$ cat src/rtl/shift_seq_ctrl.sv
// Command sequencer for an 8-bit bidirectional shift register: loads a value,
// applies up to 8 shifts with a selectable fill/rotate mode, and returns the result.
module shift_seq_ctrl (
    input  logic       clk,
    input  logic       rst,
    input  logic       cmd_valid,
    output logic       cmd_ready,
    input  logic [7:0] cmd_data,
    input  logic       cmd_dir,
    input  logic [1:0] cmd_mode,
    input  logic [3:0] cmd_count,
    output logic       res_valid,
    input  logic       res_ready,
    output logic [7:0] res_data,
    output logic       busy,
    output logic       sr_load,
    output logic       sr_shift,
    output logic       sr_dir,
    output logic [7:0] sr_d,
    output logic       sr_sin,
    input  logic [7:0] sr_q
);

    typedef enum logic [1:0] {
        ST_IDLE  = 2'd0,
        ST_LOAD  = 2'd1,
        ST_SHIFT = 2'd2,
        ST_RESP  = 2'd3
    } state_t;

    localparam logic [1:0] MODE_ZERO  = 2'b00;
    localparam logic [1:0] MODE_ONES  = 2'b01;
    localparam logic [1:0] MODE_ROT   = 2'b10;
    localparam logic [1:0] MODE_ARITH = 2'b11;

    state_t     state_q, state_d;
    logic [7:0] data_q, data_d;
    logic       dir_q, dir_d;
    logic [1:0] mode_q, mode_d;
    logic [3:0] cnt_q, cnt_d;
    logic       accept;
    logic [3:0] count_clamped;

    assign accept        = cmd_valid && (state_q == ST_IDLE);
    assign count_clamped = (cmd_count > 4'd8) ? 4'd8 : cmd_count;

    // State and latched-command registers
    always_ff @(posedge clk) begin
        if (!rst) begin
            state_q <= ST_IDLE;
            data_q  <= 8'h00;
            dir_q   <= 1'b0;
            mode_q  <= 2'b00;
            cnt_q   <= 4'd0;
        end else begin
            state_q <= state_d;
            data_q  <= data_d;
            dir_q   <= dir_d;
            mode_q  <= mode_d;
            cnt_q   <= cnt_d;
        end
    end

    // Next-state logic
    always_comb begin
        state_d = state_q;
        data_d  = data_q;
        dir_d   = dir_q;
        mode_d  = mode_q;
        cnt_d   = cnt_q;
        case (state_q)
            ST_IDLE: begin
                if (accept) begin
                    data_d  = cmd_data;
                    dir_d   = cmd_dir;
                    mode_d  = cmd_mode;
                    cnt_d   = count_clamped;
                    state_d = ST_LOAD;
                end
            end
            ST_LOAD: begin
                state_d = (cnt_q != 4'd0) ? ST_SHIFT : ST_RESP;
            end
            ST_SHIFT: begin
                cnt_d = cnt_q - 4'd1;
                if (cnt_q <= 4'd1) begin
                    state_d = ST_RESP;
                end
            end
            ST_RESP: begin
                if (res_ready) begin
                    state_d = ST_IDLE;
                end
            end
            default: state_d = ST_IDLE;
        endcase
    end

    // Output logic; register-facing data/direction only leave zero while a command is active
    always_comb begin
        cmd_ready = 1'b0;
        res_valid = 1'b0;
        res_data  = 8'h00;
        busy      = 1'b1;
        sr_load   = 1'b0;
        sr_shift  = 1'b0;
        sr_dir    = dir_q;
        sr_d      = data_q;
        sr_sin    = 1'b0;
        case (mode_q)
            MODE_ZERO:  sr_sin = 1'b0;
            MODE_ONES:  sr_sin = 1'b1;
            MODE_ROT:   sr_sin = dir_q ? sr_q[0] : sr_q[7];
            MODE_ARITH: sr_sin = dir_q ? sr_q[7] : 1'b0;
            default:    sr_sin = 1'b0;
        endcase
        case (state_q)
            ST_IDLE: begin
                cmd_ready = 1'b1;
                busy      = 1'b0;
                sr_dir    = 1'b0;
                sr_d      = 8'h00;
                sr_sin    = 1'b0;
            end
            ST_LOAD:  sr_load  = 1'b1;
            ST_SHIFT: sr_shift = 1'b1;
            ST_RESP: begin
                res_valid = 1'b1;
                res_data  = sr_q;
            end
            default: ;
        endcase
    end

endmodule

$ cat config.mk
export PLATFORM = sky130hd
export DESIGN_NAME = shift_seq_ctrl
export DESIGN_NICKNAME = d
export VERILOG_FILES = /design/src/rtl/shift_seq_ctrl.sv
export SDC_FILE = /design/constraint.sdc
export NUM_CORES = 1
export LEC_CHECK = 0
export BUFFER_PORTS_ARGS = -buffer_cell sky130_fd_sc_hd__buf_2
export CAP_MARGIN = 30
export CORE_UTILIZATION = 30
export CTS_CLUSTER_SIZE = 12
export DETAILED_ROUTE_END_ITERATION = 12
export GPL_TIMING_DRIVEN = 1
export PLACE_DENSITY = 0.69
export SLEW_MARGIN = 15
export SYNTH_ARGS = -nofsm -noshare
export SYNTH_HDL_FRONTEND = slang
export SYNTH_SLANG_ARGS = --single-unit
$ cat constraint.sdc
create_clock -name clk -period 2.24 [get_ports clk]
set_clock_uncertainty 0.1 [all_clocks]
set_input_delay 0.112 -clock clk [delete_from_list [all_inputs] [get_ports clk]]
set_output_delay 0.112 -clock clk [all_outputs]
set_load 0.005 [all_outputs]
==> flow_summary.json <==
{
  "status": "completed",
  "comb_power_share_pct": 54.1,
  "grtUsageMet3_pct": 1.31,
  "viasPerCell": 4.57,
  "drive_above_1_share_pct": 31.2,
  "hold_viol_final": 0,
  "p_sw_w": 0.000560,
  "ys_seq_area_share_pct": 34.6,
  "ctsResizeCount": 0,
  "ios": 50,
  "die_x_um": 59.3,
  "cts_tree": "built",
  "crit_path_start_kind": "flip-flop",
  "grt_pass1_wl_um": 4280,
  "clk_path_buf_depth": 2,
  "r2r_start": "state_q[0]",
  "grt_pass1_vias": 1021,
  "leakagePower_nw": 0.674,
  "port_buffers": 49,
  "clkTransAtPathRegs_ps": 110,
  "maxCapViolCount": 0,
  "power.share.clock_pct": 12.9,
  "synth-edff-count": 0,
  "area_growth_syn_to_layout_pct": 45.6,
  "fin_nets": 224,
  "crit_arrival_ps": 1650,
  "fillerInstances": 331,
  "die_area_sq_mm": 0.00352,
  "grt_use_total_pct": 16.4,
  "tightest_slew_ps": 476,
  "synth_cell_type_count": 33,
  "critPathMaxStageDelay_ps": 390,
  "cp_slowest_cell": "dfxtp_1",
  "crit_chain": "inv_1 > ha_1 > buf_4 > nor2b_1 > buf_2",
  "core_sq_mm": 0.00308,
  "vias": 1064,
  "drc_errors": 0,
  "cts_made_buffers": 3,
  "cts-root-buf": "clkbuf_4",
  "hold_slack_ps": 49.0,
  "wl_per_cell_um": 10.6,
  "num_antenna_cells": 0,
  "rsz0062_at_grt": "false",
  "start_util_pct": 32.0,
  "p_per_area_mw_per_mm2": 931,
  "drv_slew": 0,
  "syn_area_sq_um": 985,
  "drt-initial-drc-count": 37,
  "holdCritStartpoint": "cmd_count[3]",
  "async_reset_ff_share_pct": 0,
  "use_met1_pct": 19.8,
  "worstHoldPathType": "input pin to flip-flop",
  "dr.pass1.iters": 4,
  "finalCriticalPeriod_ps": 1860,
  "internal_power_w": 0.000775,
  "insertion_delay_ps": 300,
  "clock_sinks": 17,
  "die_y_um": 59.3,
  "rows": 20,
  "ys.flop_type": "dfxtp_1",
  "max_freq_mhz": 538,
  "crit_path_max_fanout": 9,
  "p_seq_share_pct": 33.0,
  "critPathKind": "flip-flop to primary output",
  "worstPathRequired_ps": 2030,
  "yosys_warnings": 0,
  "gr-total-overflow": 0,
  "end_kind": "primary output",
  "busiest_layer": "met2",
  "synth_area_per_cell_sq_um": 7.82,
  "ys_ff_latch": 17,
  "setup_tns_ps": 0,
  "maxSlewHeadroom_pct": 68.0,
  "ant_nets": 0,
  "setup_violations": 0,
  "place.gp.congestion": 0.775,
  "syn-num-nets": 160,
  "fin_crit_sh_pct": 83.0,
  "synthCells": 126,
  "startpoint": "state_q[0]",
  "htree_levels": 1,
  "hpwl_um": 1700,
  "vdd_drop_max_uv": 363,
  "antenna_found_initial": 0,
  "use_met2_pct": 27.9,
  "grt_max_degree": 18,
  "swShare_pct": 41.9,
  "finalWirelength_um": 2470
}
metal layers:
layer | vias up | part of all wire (%)
met4 | 0 | 2.5
met1 | 477 | 45
met3 | 4 | 4.8
met2 | 35 | 47
li1 | 548 | -
met5 | - | 0
Yosys cell counts, types with 2 or more instances:
master	count	area share (%)
a21oi_1	17	8.6
and2_1	8	5.1
clkbuf_1	3	1.1
dfxtp_1	17	35
ha_1	7	8.9
inv_1	8	3.0
nand2_1	27	10
nor2_1	4	1.5
nor2b_1	10	6.4
nor3_1	2	1.0
power by group through the flow:
stage / clock (W) / sequential (W) / combinational, W
finish: 0.000172 / 0.000440 / 0.000722
CTS: 0.000181 / 0.000440 / 0.000733
floorplan: 0 / 0.000432 / 0.000499
global route: 0.000194 / 0.000452 / 0.000828
global placement: 0 / 0.000445 / 0.000713
detailed placement: 0 / 0.000448 / 0.000710
cells in the final DEF, fill, tap and decap left out, types with 2 or more instances in the layout:
cell type	n
nand2_1	27
clkbuf_4	3
inv_1	8
nor3_1	2
dfxtp_1	17
dlygate4sd3_1	13
ha_1	7
a21oi_1	17
nor2_1	4
and2_1	8
buf_2	49
nor2b_1	10
logic make-up after synthesis:
logic type / count (synthesis) / synth area share [%]
and+or+nand+nor: 57 / 28.7
muxes: 2 / 2.41
DFF: 17 / 34.6
AOI/OAI and AO/OA: 30 / 20.3
buffers and inverters: 13 / 5.08
adders and majority gates: 7 / 8.89
final timing paths:
path | endpoint | slack, ps | depth (start not counted)
worst max-delay path | sr_d[4] | 380 | 5
worst min-delay path | cnt_q[0] | 50 | 4
worst max register to register | cnt_q[0] | 400 | 6
worst min register to register | data_q[0] | 360 | 2
per-stage QoR:
| step | setup slack (ps) | cell area, sq um | power [W] | cells | utilization (%) |
|---|---|---|---|---|---|
| floorplan | 698 | 985 | 0.000932 | 126 | - |
| global placement | 487 | 1280 | 0.00116 | 216 | 41.5 |
| detailed placement | 444 | 1280 | 0.00116 | 216 | 41.5 |
| CTS | 408 | 1430 | 0.00135 | 233 | 46.6 |
| global route | 237 | 1430 | 0.00147 | 233 | 46.6 |
| finish | 381 | 1430 | 0.00133 | 233 | 46.6 |
registers in the layout, summed over array words and instances (netlist names):
register and flops:
cnt_q 4, data_q 8, dir_q 1, mode_q 2, state_q 2
critical path, delay by kind of cell (launching register included):
family	cells	cell delay [ps]
fa+ha+maj	1	330
buf+inv	3	480
flops	1	390
simple gates	1	150
area by class of cell:
type	instances	area, sq um	area share [%]
tap	44	55.1	3.84
inverter	9	33.8	2.36
multi-input combinational	96	594	41.4
clock inverter	1	5.00	0.349
sequential	17	340	23.7
clock buffer	3	22.5	1.57
timing repair buffer	63	383	26.7
what timing repair did:
| item | CTS | global route |
|---|---|---|
| hold buffers | 13 | 0 |
| endpoints found under the setup margin | 0 | 0 |
| hold endpoints to repair | 13 | 0 |
| buffers inserted | 0 | 0 |
Note: power is estimated with default switching activity, not from simulation.
